<file path="src/rtl/core_ctrl.sv">
// rtl/core_ctrl.sv - multi-cycle control FSM: fetch, decode, execute, memory, writeback, trap.
// Sequencing state, PC and handshake strobes are registered; ir_we_o is the only ack-qualified output.
module core_ctrl #(
  parameter logic [31:0] RESET_PC = 32'h0100_0000
) (
  input  logic        clk,
  input  logic        reset_n,
  input  logic [6:0]  opcode_i,
  input  logic        mem_ack_i,
  input  logic [31:0] alu_res_i,
  input  logic [31:0] target_i,
  input  logic        branch_taken_i,
  output logic [31:0] pc_o,
  output logic        mem_req_o,
  output logic        mem_we_o,
  output logic [31:0] mem_addr_o,
  output logic        ir_we_o,
  output logic        rf_we_o,
  output logic [1:0]  wb_sel_o,
  output logic [2:0]  state_o,
  output logic        illegal_o,
  output logic [31:0] instret_o
);

  typedef enum logic [2:0] {
    FETCH  = 3'd0,
    DECODE = 3'd1,
    EXEC   = 3'd2,
    MEM    = 3'd3,
    WB     = 3'd4,
    TRAP   = 3'd5
  } state_e;

  localparam logic [6:0] OP_OP     = 7'b0110011;
  localparam logic [6:0] OP_IMM    = 7'b0010011;
  localparam logic [6:0] OP_LOAD   = 7'b0000011;
  localparam logic [6:0] OP_STORE  = 7'b0100011;
  localparam logic [6:0] OP_BRANCH = 7'b1100011;
  localparam logic [6:0] OP_JAL    = 7'b1101111;
  localparam logic [6:0] OP_JALR   = 7'b1100111;
  localparam logic [6:0] OP_LUI    = 7'b0110111;
  localparam logic [6:0] OP_AUIPC  = 7'b0010111;
  localparam logic [6:0] OP_FENCE  = 7'b0001111;

  state_e      state_q;
  logic [31:0] pc_q, instret_q, mem_addr_q, tgt_q;
  logic        mem_req_q, mem_we_q, rf_we_q, jump_q, illegal_q;
  logic [1:0]  wb_sel_q;

  logic        legal_op;
  logic        tgt_misaligned;
  logic [31:0] pc_inc, branch_pc_d, wb_pc_d;

  always_comb begin
    legal_op = 1'b0;
    case (opcode_i)
      OP_OP, OP_IMM, OP_LOAD, OP_STORE, OP_BRANCH,
      OP_JAL, OP_JALR, OP_LUI, OP_AUIPC, OP_FENCE: legal_op = 1'b1;
      default: legal_op = 1'b0;
    endcase
  end

  assign tgt_misaligned = |target_i[1:0];
  assign pc_inc         = pc_q + 32'd4;
  assign branch_pc_d    = branch_taken_i ? target_i : pc_inc;
  assign wb_pc_d        = jump_q ? tgt_q : pc_inc;

  always_ff @(posedge clk or negedge reset_n) begin
    if (!reset_n) begin
      state_q    <= FETCH;
      pc_q       <= RESET_PC;
      instret_q  <= '0;
      mem_addr_q <= '0;
      tgt_q      <= '0;
      mem_req_q  <= 1'b0;
      mem_we_q   <= 1'b0;
      rf_we_q    <= 1'b0;
      jump_q     <= 1'b0;
      illegal_q  <= 1'b0;
      wb_sel_q   <= 2'd0;
    end else begin
      case (state_q)
        FETCH: begin
          // Request is raised one edge after entry only when coming out of reset.
          if (!mem_req_q) begin
            mem_req_q  <= 1'b1;
            mem_we_q   <= 1'b0;
            mem_addr_q <= pc_q;
          end else if (mem_ack_i) begin
            mem_req_q <= 1'b0;
            state_q   <= DECODE;
          end
        end
        DECODE: begin
          if (legal_op) begin
            state_q <= EXEC;
          end else begin
            state_q   <= TRAP;
            illegal_q <= 1'b1;
          end
        end
        EXEC: begin
          case (opcode_i)
            OP_OP, OP_IMM, OP_LUI, OP_AUIPC: begin
              state_q  <= WB;
              rf_we_q  <= 1'b1;
              wb_sel_q <= 2'd0;
              jump_q   <= 1'b0;
            end
            OP_LOAD, OP_STORE: begin
              state_q    <= MEM;
              mem_req_q  <= 1'b1;
              mem_we_q   <= (opcode_i == OP_STORE);
              mem_addr_q <= alu_res_i;
            end
            OP_BRANCH: begin
              if (branch_taken_i && tgt_misaligned) begin
                state_q   <= TRAP;
                illegal_q <= 1'b1;
              end else begin
                pc_q       <= branch_pc_d;
                instret_q  <= instret_q + 32'd1;
                state_q    <= FETCH;
                mem_req_q  <= 1'b1;
                mem_addr_q <= branch_pc_d;
              end
            end
            OP_JAL, OP_JALR: begin
              if (tgt_misaligned) begin
                state_q   <= TRAP;
                illegal_q <= 1'b1;
              end else begin
                state_q  <= WB;
                rf_we_q  <= 1'b1;
                wb_sel_q <= 2'd2;
                tgt_q    <= target_i;
                jump_q   <= 1'b1;
              end
            end
            OP_FENCE: begin
              pc_q       <= pc_inc;
              instret_q  <= instret_q + 32'd1;
              state_q    <= FETCH;
              mem_req_q  <= 1'b1;
              mem_addr_q <= pc_inc;
            end
            default: begin
              state_q   <= TRAP;
              illegal_q <= 1'b1;
            end
          endcase
        end
        MEM: begin
          if (mem_ack_i) begin
            mem_req_q <= 1'b0;
            mem_we_q  <= 1'b0;
            if (mem_we_q) begin
              pc_q       <= pc_inc;
              instret_q  <= instret_q + 32'd1;
              state_q    <= FETCH;
              mem_req_q  <= 1'b1;
              mem_addr_q <= pc_inc;
            end else begin
              state_q  <= WB;
              rf_we_q  <= 1'b1;
              wb_sel_q <= 2'd1;
              jump_q   <= 1'b0;
            end
          end
        end
        WB: begin
          rf_we_q    <= 1'b0;
          wb_sel_q   <= 2'd0;
          pc_q       <= wb_pc_d;
          instret_q  <= instret_q + 32'd1;
          state_q    <= FETCH;
          mem_req_q  <= 1'b1;
          mem_we_q   <= 1'b0;
          mem_addr_q <= wb_pc_d;
        end
        default: begin
          state_q   <= TRAP;
          illegal_q <= 1'b1;
          mem_req_q <= 1'b0;
          mem_we_q  <= 1'b0;
          rf_we_q   <= 1'b0;
          wb_sel_q  <= 2'd0;
        end
      endcase
    end
  end

  assign pc_o       = pc_q;
  assign mem_req_o  = mem_req_q;
  assign mem_we_o   = mem_we_q;
  assign mem_addr_o = mem_addr_q;
  assign ir_we_o    = (state_q == FETCH) && mem_req_q && mem_ack_i;
  assign rf_we_o    = rf_we_q;
  assign wb_sel_o   = wb_sel_q;
  assign state_o    = state_q;
  assign illegal_o  = illegal_q;
  assign instret_o  = instret_q;

endmodule

</file>
<file path="config.mk">
export PLATFORM = sky130hd
export DESIGN_NAME = core_ctrl
export DESIGN_NICKNAME = d
export VERILOG_FILES = /design/src/rtl/core_ctrl.sv
export SDC_FILE = /design/constraint.sdc
export NUM_CORES = 1
export LEC_CHECK = 0
export CORE_MARGIN = 1
export CORE_UTILIZATION = 53
export DETAILED_ROUTE_END_ITERATION = 6
export GPL_TIMING_DRIVEN = 0
export PLACE_DENSITY = 0.82
export SLEW_MARGIN = 20
export SYNTH_ARGS = -nofsm -noshare
export SYNTH_HDL_FRONTEND = slang
export SYNTH_SLANG_ARGS = --single-unit
</file>
<file path="constraint.sdc">
create_clock -name clk -period 2.65 [get_ports clk]
set_input_delay 0.265 -clock clk [delete_from_list [all_inputs] [get_ports clk]]
set_output_delay 0.265 -clock clk [all_outputs]
set_load 0.005 [all_outputs]
</file>
# Yosys cells after proc, flatten, opt, wreduce, memory -nomap -nowiden
# Index checks and enable logic that the tools add are counted.
# W data, S select, Z words.
[totals]
register_bits = 138
input_bits = 75
[classes]
n_reduce_logical = 25
eq_ne = 31
bitwise = 4
mux = 55
addsub = 2
[op_table]
columns = ["operator", "count"]
rows = [
  ["$mux W32", 9],
  ["$pmux W32 S3", 3],
  ["$pmux W32 S2", 2],
  ["$pmux W32 S4", 1],
  ["$add A32 B1 Y32 const B", 1],
  ["$add A32 B3 Y32 const B", 1],
  ["$pmux W3 S5", 2],
  ["$eq A7 B6 Y1 const B", 3],
  ["$eq A7 B7 Y1 const B", 3],
  ["$reduce_and A5 Y1", 4],
  ["$mux W1", 18],
  ["$mux W3", 6],
  ["$ne A2 B2 Y1 const B", 8],
  ["$eq A7 B5 Y1 const B", 2],
  ["$ne A3 B3 Y1 const B", 4],
  ["$reduce_or A10 Y1", 1],
  ["$pmux W1 S3", 3],
  ["$pmux W1 S2", 4],
  ["$reduce_and A4 Y1", 2],
  ["$reduce_or A2 Y1", 4],
  ["$eq A7 B2 Y1 const B", 1],
  ["$eq A7 B4 Y1 const B", 1],
  ["$reduce_or A7 Y1", 1],
  ["$eq A3 B2 Y1 const B", 2],
  ["21 further kinds", 31],
]

# Logic depth before layout (Yosys ltp)
# Gate-level depths: netlist of the first run.
[logic_depth]
ltp_word = 5
mapped_depth = 10
mapped_depth_nobuf = 7

# Least setup slack after synthesis of the first run
# No wires, ideal clock.
[synth_path]
kind = "reg2reg"
startpoint = "reg pc_q[2], in the netlist pc_o[2]"
endpoint = "reg mem_addr_q[28], in the netlist mem_addr_o[28]"
slack_ps = 436
setup_ps = 126
path_stages_with_launch = 8
arrival_ps = 2088
period_less_slack_ps = 2214
n_path_buf = 0
cell_sequence = "dfrtp_1 -> ha_1 -> nand2_1 -> nor4_1 -> nand3_1 -> xor2_1 -> o21ai_0 -> a221o_1"
[synth_via]
elab_chain_cells = 5
word_cells_on_any_way = 8
classes_between = "add/sub: 1; mux: 7"
[synth_lines]
columns = ["item", "line_no", "rtl"]
rows = [
  ["from (decl)", "46", "logic [31:0] pc_q, instret_q, mem_addr_q, tgt_q;"],
  ["from (signal assigned)", "121", "pc_q <= branch_pc_d;"],
  ["from (signal assigned)", "141", "pc_q <= pc_inc;"],
  ["from (signal assigned)", "158", "pc_q <= pc_inc;"],
  ["$add A32 B3 Y32 (*)", "64", "assign pc_inc = pc_q + 32'd4;"],
  ["$mux W32", "65", "assign branch_pc_d = branch_taken_i ? target_i : pc_inc;"],
  ["$mux W32", "117", "if (branch_taken_i && tgt_misaligned) begin"],
  ["$pmux W32 S3", "103", "case (opcode_i)"],
  ["$pmux W32 S4 (*)", "82", "case (state_q)"],
  ["to (signal assigned)", "88", "mem_addr_q <= pc_q;"],
  ["to (signal assigned)", "114", "mem_addr_q <= alu_res_i;"],
  ["to (signal assigned)", "125", "mem_addr_q <= branch_pc_d;"],
  ["to (decl)", "46", ""],
]
# Mark *: on every way between the ends. The rest lies on a longest branch, timed or not. The select of a mux whose other input is x is not followed.
# A chain may end at the register's enable or synchronous reset.

# Final worst setup path of the first run
[layout_path]
startpoint = "in branch_taken_i"
endpoint = "reg pc_q[26], in the netlist pc_o[26]"
[layout_via]
elab_chain_cells = 4
word_cells_on_any_way = 7
classes_between = "eq/ne: 1; mux: 4; reduce/logical: 2"
[layout_lines]
columns = ["item", "line_no", "rtl"]
rows = [
  ["from (decl)", "12", "input logic branch_taken_i,"],
  ["$mux W32", "65", ""],
  ["$mux W32", "117", ""],
  ["$pmux W32 S2", "103", ""],
  ["$pmux W32 S3", "82", ""],
]
# Parallel ways exist; a longest one is shown, timed or not. The select of a mux whose other input is x is not followed.

==> reports/results.ini, run 1 <==
[synthesis]
synth_top_area_cell = dfrtp_1
yosysWarningCount = 0
async_flop_share = 1.000
synthesis.area_um2 = 8969
yosys-top-cells-area = dfrtp_1 (38%), o21ai_0 (5.4%), nand2_1 (5.1%)
synth_ff_type = dfrtp_1
syn_area_per_cell_um2 = 8.862
yosys_register_bits = 138
synth_cell_types = 92
synth_edf_count = 0
synth_top_cell_area_share = 0.3823
yosysSeqAreaShare = 0.3852
syn-num-nets = 1089
synth_cells = 1012

[run_status]
violations = DRC, setup timing
outcome = finished with violations

[clock_tree]
htree_levels = 4
path_clk_slew_ps = 70
clk-insertion-delay-late_ps = 440
cts-root-buf = clkbuf_16
clock_path_buffers = 2
cts_buffers = 17
cts_tree = built
cts_sinks = 138

[setup_path]
worstPathRequired_ps = 2940
cpMostUsedCell = clkbuf_1
cp-startpoint = branch_taken_i
startpoint_type = input port
worstSetupEndpointType = flop
cp_top_family = buffers and inverters
crit_path_max_fanout = 10
crit_path_max_incr_delay_ps = 740
critical_path_class = input port to flop
cpMaxStageDelayCell = clkbuf_1
crit_buf_inv = 3
crit_chain = clkbuf_1, clkbuf_1, o21ai_2, clkbuf_2, nand2_1, nor2_1, o21ai_0, o221ai_1
timing.rr.start = state_o[1]
arrival_ps = 3010

[power]
p_per_area_nw_per_um2 = 930.7
power.leakage_nw = 4.914
vdd_drop_max_uv = 473.1
power_mw = 10.98

[die]
die_w_um = 132.1
core_um2 = 16520
io_pins = 181
die_area_um2 = 17450
num_rows = 47
start_util = 0.5427
dieHeight_um = 132.1

[timing]
grt_setup_unrepaired = yes
finalSetupViolations = 9
fin_crit_ps = 2722
setup_ws_ps = -71.52
finalCritPeriodShare = 1.027
slew_headroom = 0.3999
max_slew.worst_pin.slew_ps = 900.2
setup_tns_ps = -352.2
finalHoldViolCount = 0
finClkSkew_ps = 7.184
drv_slew = 0
fmax_mhz = 367.4

[placement]
gp_congestion = 1.001
dp_hpwl_um = 25270
numPortBuffers = 176
place_ws_ps = -437.3
dpl.cell_count = 1409

[worst_hold_path]
hold_path_class = input port to asynchronous set/reset pin

[detailed_routing]
num_vias = 10080
wl_um = 36560
ant_nets = 0
drtIter0Drc = 1513
avgViaCountPerCell = 6.963
firstDrtPassIters = 7
wl_per_cell_um = 25.25
drc_errors = 9

[finish]
drive_gt1_frac = 0.1441
fin_nets = 1292
stdcell_count = 1448
synthToLayoutAreaGrowth_pct = 31.58
antennaDiodeCount = 0
post-route-util = 0.7142

[global_routing]
grt_antenna_before_repair = 0
track_usage = 0.4159
grt_max_degree = 93
overflow = 0
grt_first_pass_wirelength_um = 54320
grt_pass1_vias = 9487

[flow_run]
maxCapViolCount = 0

-- through the flow --
stage               cell area, um^2  hold WS (ps)
finish                        11800         321.9
CTS                           11670         316.7
floorplan                      8969        -30.59
global placement              11010         454.9
global route                  11800         332.7
detailed placement            11040         183.2
-- synthesized netlist by cell type, drive strengths merged (6+ instances only) --
| cell | count |
|---|---|
| a211oi | 8 |
| a21o | 8 |
| a21oi | 35 |
| a221oi | 9 |
| a222oi | 10 |
| a22o | 7 |
| a22oi | 25 |
| a31oi | 18 |
| a32oi | 6 |
| and2 | 8 |
| and3 | 18 |
| and4 | 10 |
| buf | 44 |
| clkbuf | 38 |
| dfrtp | 137 |
| inv | 11 |
| mux2 | 30 |
| mux2i | 9 |
| nand2 | 123 |
| nand2b | 8 |
| nand3 | 31 |
| nand4 | 20 |
| nor2 | 82 |
| nor3 | 26 |
| nor4 | 12 |
| o21a | 8 |
| o21ai | 103 |
| o221ai | 10 |
| o22a | 7 |
| o22ai | 6 |
| o31ai | 10 |
| xnor2 | 32 |
| xor2 | 26 |
-- cells in the final DEF (no fill, tap or decap), types with 9 or more instances in the layout --
master,count
nor3_1,23
inv_1,11
o31ai_1,10
a222oi_1,10
mux2_2,30
a22oi_1,25
clkbuf_16,17
nand3_1,29
and3_1,18
clkbuf_1,21
o21ai_0,96
nor2_1,76
buf_4,11
a31oi_1,18
clkdlybuf4s50_1,175
and4_1,10
dfrtp_1,136
a21oi_1,33
nand2_1,121
nand4_1,17
xnor2_1,32
mux2i_1,9
clkbuf_2,15
xor2_1,26
o221ai_1,10
buf_2,33
-- state kept, by name (all words and copies together) (netlist names), 2 cells and up --
name,flops
instret_o,32
mem_addr_o,32
pc_o,32
state_o,3
tgt_q,32
wb_sel_o,2
-- layer usage --
| layer | vias to the layer above | part of all wire | global-route usage |
|---|---|---|---|
| met4 | 0 | 0.072 | 0.2636 |
| li1 | 4182 | - | - |
| met5 | - | 0 | 0 |
| met1 | 4757 | 0.36 | 0.5081 |
| met3 | 253 | 0.13 | 0.1342 |
| met2 | 891 | 0.44 | 0.6364 |
-- what timing repair did --
action,CTS,global route
hold buffers,1,0
endpoints found under the setup margin,85,83
pin swaps,1,3
hold endpoints to repair,45,0
buffers inserted,0,7
cloned,0,0
gates resized for setup,15,30
-- worst reg2reg max path, cell delays in order, from the launching register on --
cell	delay, ps
dfrtp_1	370
buf_2	190
nor2b_2	210
clkbuf_4	240
nor2_1	380
clkbuf_2	390
buf_2	460
a221oi_1	160
a31oi_1	230
-- power by group --
part / internal [mW] / switching (mW)
clock: 1.36 / 1.09
sequential: 2.65 / 0.610
combinational: 2.31 / 2.96
-- worst paths after layout --
check	endpoint	slack (ps)	cells past startpoint
min in group clk	mem_we_o	320	4
worst max register to register	mem_addr_o[8]	-60	8
worst min register to register	instret_o[31]	480	1
worst max-delay path	pc_o[26]	-70	8
max in group asynchronous	pc_o[10]	1530	3
worst min-delay path	wb_sel_o[1]	320	2
-- kinds of logic (layout without fill, tap and decap cells) --
logic type	after synthesis	after routing	synth area share
flops	138	138	0.3852
compound gates	312	312	0.2423
xor+xnor	58	58	0.05664
simple gates	370	370	0.2151
fa+ha+maj	2	2	0.002790
mux	39	39	0.04771
buf+inv	93	309	0.05022
-- layout make-up --
cell class                      count  area, um^2
Buffer                             81       427.9
Clock buffer                       18       439.2
Clock inverter                     14       146.4
Fill cell                        1302        4723
Inverter                           11       41.29
Multi-Input combinational cell    781        5159
Sequential cell                   138        3456
Tap cell                          220       275.3
Timing Repair Buffer              185        1857
(Power assumes the default switching activity.)
==> run 2: changes to the inputs <==
CORE_UTILIZATION = 25   (was 53)
GPL_ROUTABILITY_DRIVEN = 0   (was not set)
HOLD_SLACK_MARGIN = 0.05   (was not set)
PLACE_DENSITY = not set   (was 0.82)
==> run 2 against run 1 <==
  * Highest routed layer is now met5
  * The run still ends with DRC, setup timing left
  * Global-route usage is 20 points lower
  * Critical path type is now flop to flop
  * Final cell count up 17%
  * Core utilization down 37 points
  * Critical path depth shrank 1
==> reports/results.ini, run 2 (synthesis gave the netlist of run 1 again) <==
[finish]
fin_nets = 1294  ; +0.15%
fill_cells = 3680  ; +180%
layout.cells.most_common_list = clkdlybuf4s50_1 (175), dfrtp_1 (136), nand2_1 (121)
design_area_um2 = 12190  ; +3.3%
layout_commonest_cell = clkdlybuf4s50_1
stdcell_count = 1691  ; +17%
drive_gt1_frac = 0.1522  ; +0.008019
synthToLayoutAreaGrowth_pct = 35.90

[timing]
fmax_mhz = 375.7  ; +2.2%
setup_tns_ps = -11.70  ; +340.5 ps
whs_ps = 303.0  ; -18.88 ps
setup_ws_ps = -11.70  ; +59.82 ps
grt_setup_unrepaired = no
finalSetupViolations = 1  ; -8
drv_slew = 0  ; unchanged
finalCritPeriodShare = 1.004  ; -0.02257
slew_headroom = 0.4631  ; +0.06317
max_slew.worst_pin.slew_ps = 805.4  ; -94.75 ps
fin_crit_ps = 2662  ; -59.82 ps
finClkSkew_ps = 13.83  ; +6.650 ps
finalHoldViolCount = 0  ; unchanged

[global_routing]
grt_first_pass_wirelength_um = 59040  ; +8.7%
grt_max_degree = 88  ; -5.4%
grt_antenna_before_repair = 5  ; +5
overflow = 0  ; unchanged
grt_pass1_vias = 9010  ; -5.0%
track_usage = 0.2195  ; -0.1964

[flow_run]
maxCapViolCount = 0  ; unchanged

[clock_tree]
cts_buffers = 17  ; unchanged
clk-insertion-delay-late_ps = 430  ; about the same
cts_sinks = 138  ; unchanged
path_clk_slew_ps = 70  ; about the same
clock_path_buffers = 2  ; unchanged
htree_levels = 4  ; unchanged
cts-root-buf = clkbuf_16
cts_tree = built

[die]
io_pins = 181  ; unchanged
start_util = 0.2534  ; -0.2894
die_w_um = 191.4  ; +45%
die_area_um2 = 36640  ; +110%
core_um2 = 35400  ; +110%
num_rows = 69  ; +47%
dieHeight_um = 191.4  ; +45%

[detailed_routing]
drc_errors = 5  ; -4
ant_nets = 0  ; unchanged
num_vias = 9648  ; -4.3%
drtIter0Drc = 1175  ; -22%
avgViaCountPerCell = 5.705  ; -18%
firstDrtPassIters = 7  ; unchanged
wl_um = 40650  ; +11%
wl_per_cell_um = 24.04  ; -4.8%

[setup_path]
critical_path_class = flop to flop
worstSetupEndpointType = flop
cp_top_family = buffers and inverters
arrival_ps = 3010  ; about the same
cpMaxStageDelayCell = or3b_2
crit_path_max_fanout = 10  ; unchanged
reg2reg_slack_ps = -10  ; +50 ps
rr_worst_depth = 7  ; -1
timing.rr.start = state_o[0]
crit_buf_inv = 3  ; unchanged
worstPathRequired_ps = 2990  ; +50 ps
startpoint_type = flop
crit_chain = buf_2, or3b_2, clkbuf_1, o21ai_4, buf_2, a22oi_1, o221ai_1
crit_path_max_incr_delay_ps = 450  ; -290 ps
cpMostUsedCell = buf_2
regToRegEndpoint = pc_o[16]

[worst_hold_path]
min_from = opcode_i[6]
hold_depth = 4
hold_path_class = input port to flop
holdPathEnd = mem_we_o

[power]
swShare = 0.4236  ; -0.001131
p_per_area_nw_per_um2 = 921.0  ; -1.0%
p_clk_frac = 0.229  ; +0.006
comb_power_share = 0.476  ; -0.005
intPower_mw = 6.470  ; +2.4%
power.leakage_nw = 4.967  ; +1.1%
vdd_drop_max_uv = 431.1  ; -8.9%
power_frac_seq = 0.295  ; about the same
power_mw = 11.22  ; +2.2%
p_switching_mw = 4.755  ; +1.9%

[placement]
dp_hpwl_um = 29420  ; +16%
dpl-instance-area_um2 = 11340  ; +2.7%
dpl.cell_count = 1650  ; +17%
numPortBuffers = 176  ; unchanged

[run_status]
violations = DRC, setup timing
outcome = finished with violations

[run 2: cell types whose count changed in the layout (fill, tap and decap cells not counted), sizes merged]
cell,before,now
inv,22,17
bufinv,1,3
clkbuf,55,57
clkinvlp,1,3
buf,53,52
clkinv,1,2
diode,0,1
[run 2: through the flow]
step	util	setup WS (ps)
after detailed placement	0.3204	-751.2
after floorplan	-	436.1
after global placement	0.3194	-4627
final	0.3443	-11.70
after CTS	0.3400	-66.22
after global routing	0.3443	2.118
[run 2: how the worst max path moves through the flow]
stage,startpoint,end,slack (ps),cells after the start
5_1_grt,state_o[0],mem_addr_o[29],2,7
2_1_floorplan,pc_o[2],mem_addr_o[28],440,7
3_5_place_dp,opcode_i[5],pc_o[26],-750,9
4_1_cts,state_o[0],pc_o[25],-70,7
3_3_place_gp,reset_n,instret_o[23],-4630,1
6_report,state_o[0],pc_o[16],-10,7
[run 2: area by class of cell]
class | instances | area, um^2 | share of cell area
clock inverter | 14 | 187.7 | 0.01540
multi-input combinational | 781 | 5179 | 0.4249
clock buffer | 17 | 425.4 | 0.03490
inverter | 11 | 41.29 | 0.003388
antenna | 1 | 2.502 | 0.0002053
timing repair buffer | 187 | 1872 | 0.1536
buffer | 81 | 447.9 | 0.03675
sequential | 138 | 3456 | 0.2835
tap | 461 | 576.8 | 0.04733
[run 2: timing repair]
item,4_1_cts,5_1_grt
endpoints found under the hold margin,50,0
hold buffers,1,0
gates resized for setup,24,40
cloned,0,0
pin swaps,0,5
endpoints found under the setup margin,94,89
setup buffers,0,9
[run 2: power by group through the flow]
| stage | registers (mW) | logic, mW | clock network [mW] |
|---|---|---|---|
| 2_1_floorplan | 3.14 | 2.64 | 0 |
| 3_3_place_gp | 3.30 | 5.03 | 0 |
| 3_5_place_dp | 3.31 | 5.07 | 0 |
| 4_1_cts | 3.28 | 5.13 | 2.59 |
| 5_1_grt | 3.37 | 5.68 | 2.69 |
| 6_report | 3.31 | 5.34 | 2.58 |
[run 2: routing by layer]
metal  wire [um]  vias up  global-route usage  part of all wire
li1            -     4195                   -                 -
met1       15760     4669              0.2735              0.39
met2       18230      646              0.3432              0.45
met3        4630      130             0.06554              0.11
met4        1977        8              0.1084             0.049
met5          53        -                   0            0.0013
[run 2: tightest hold or removal path, stage by stage]
cell and delay (ps):
buf_6 110, nor4_4 70, a31oi_1 160, o2bb2ai_1 80
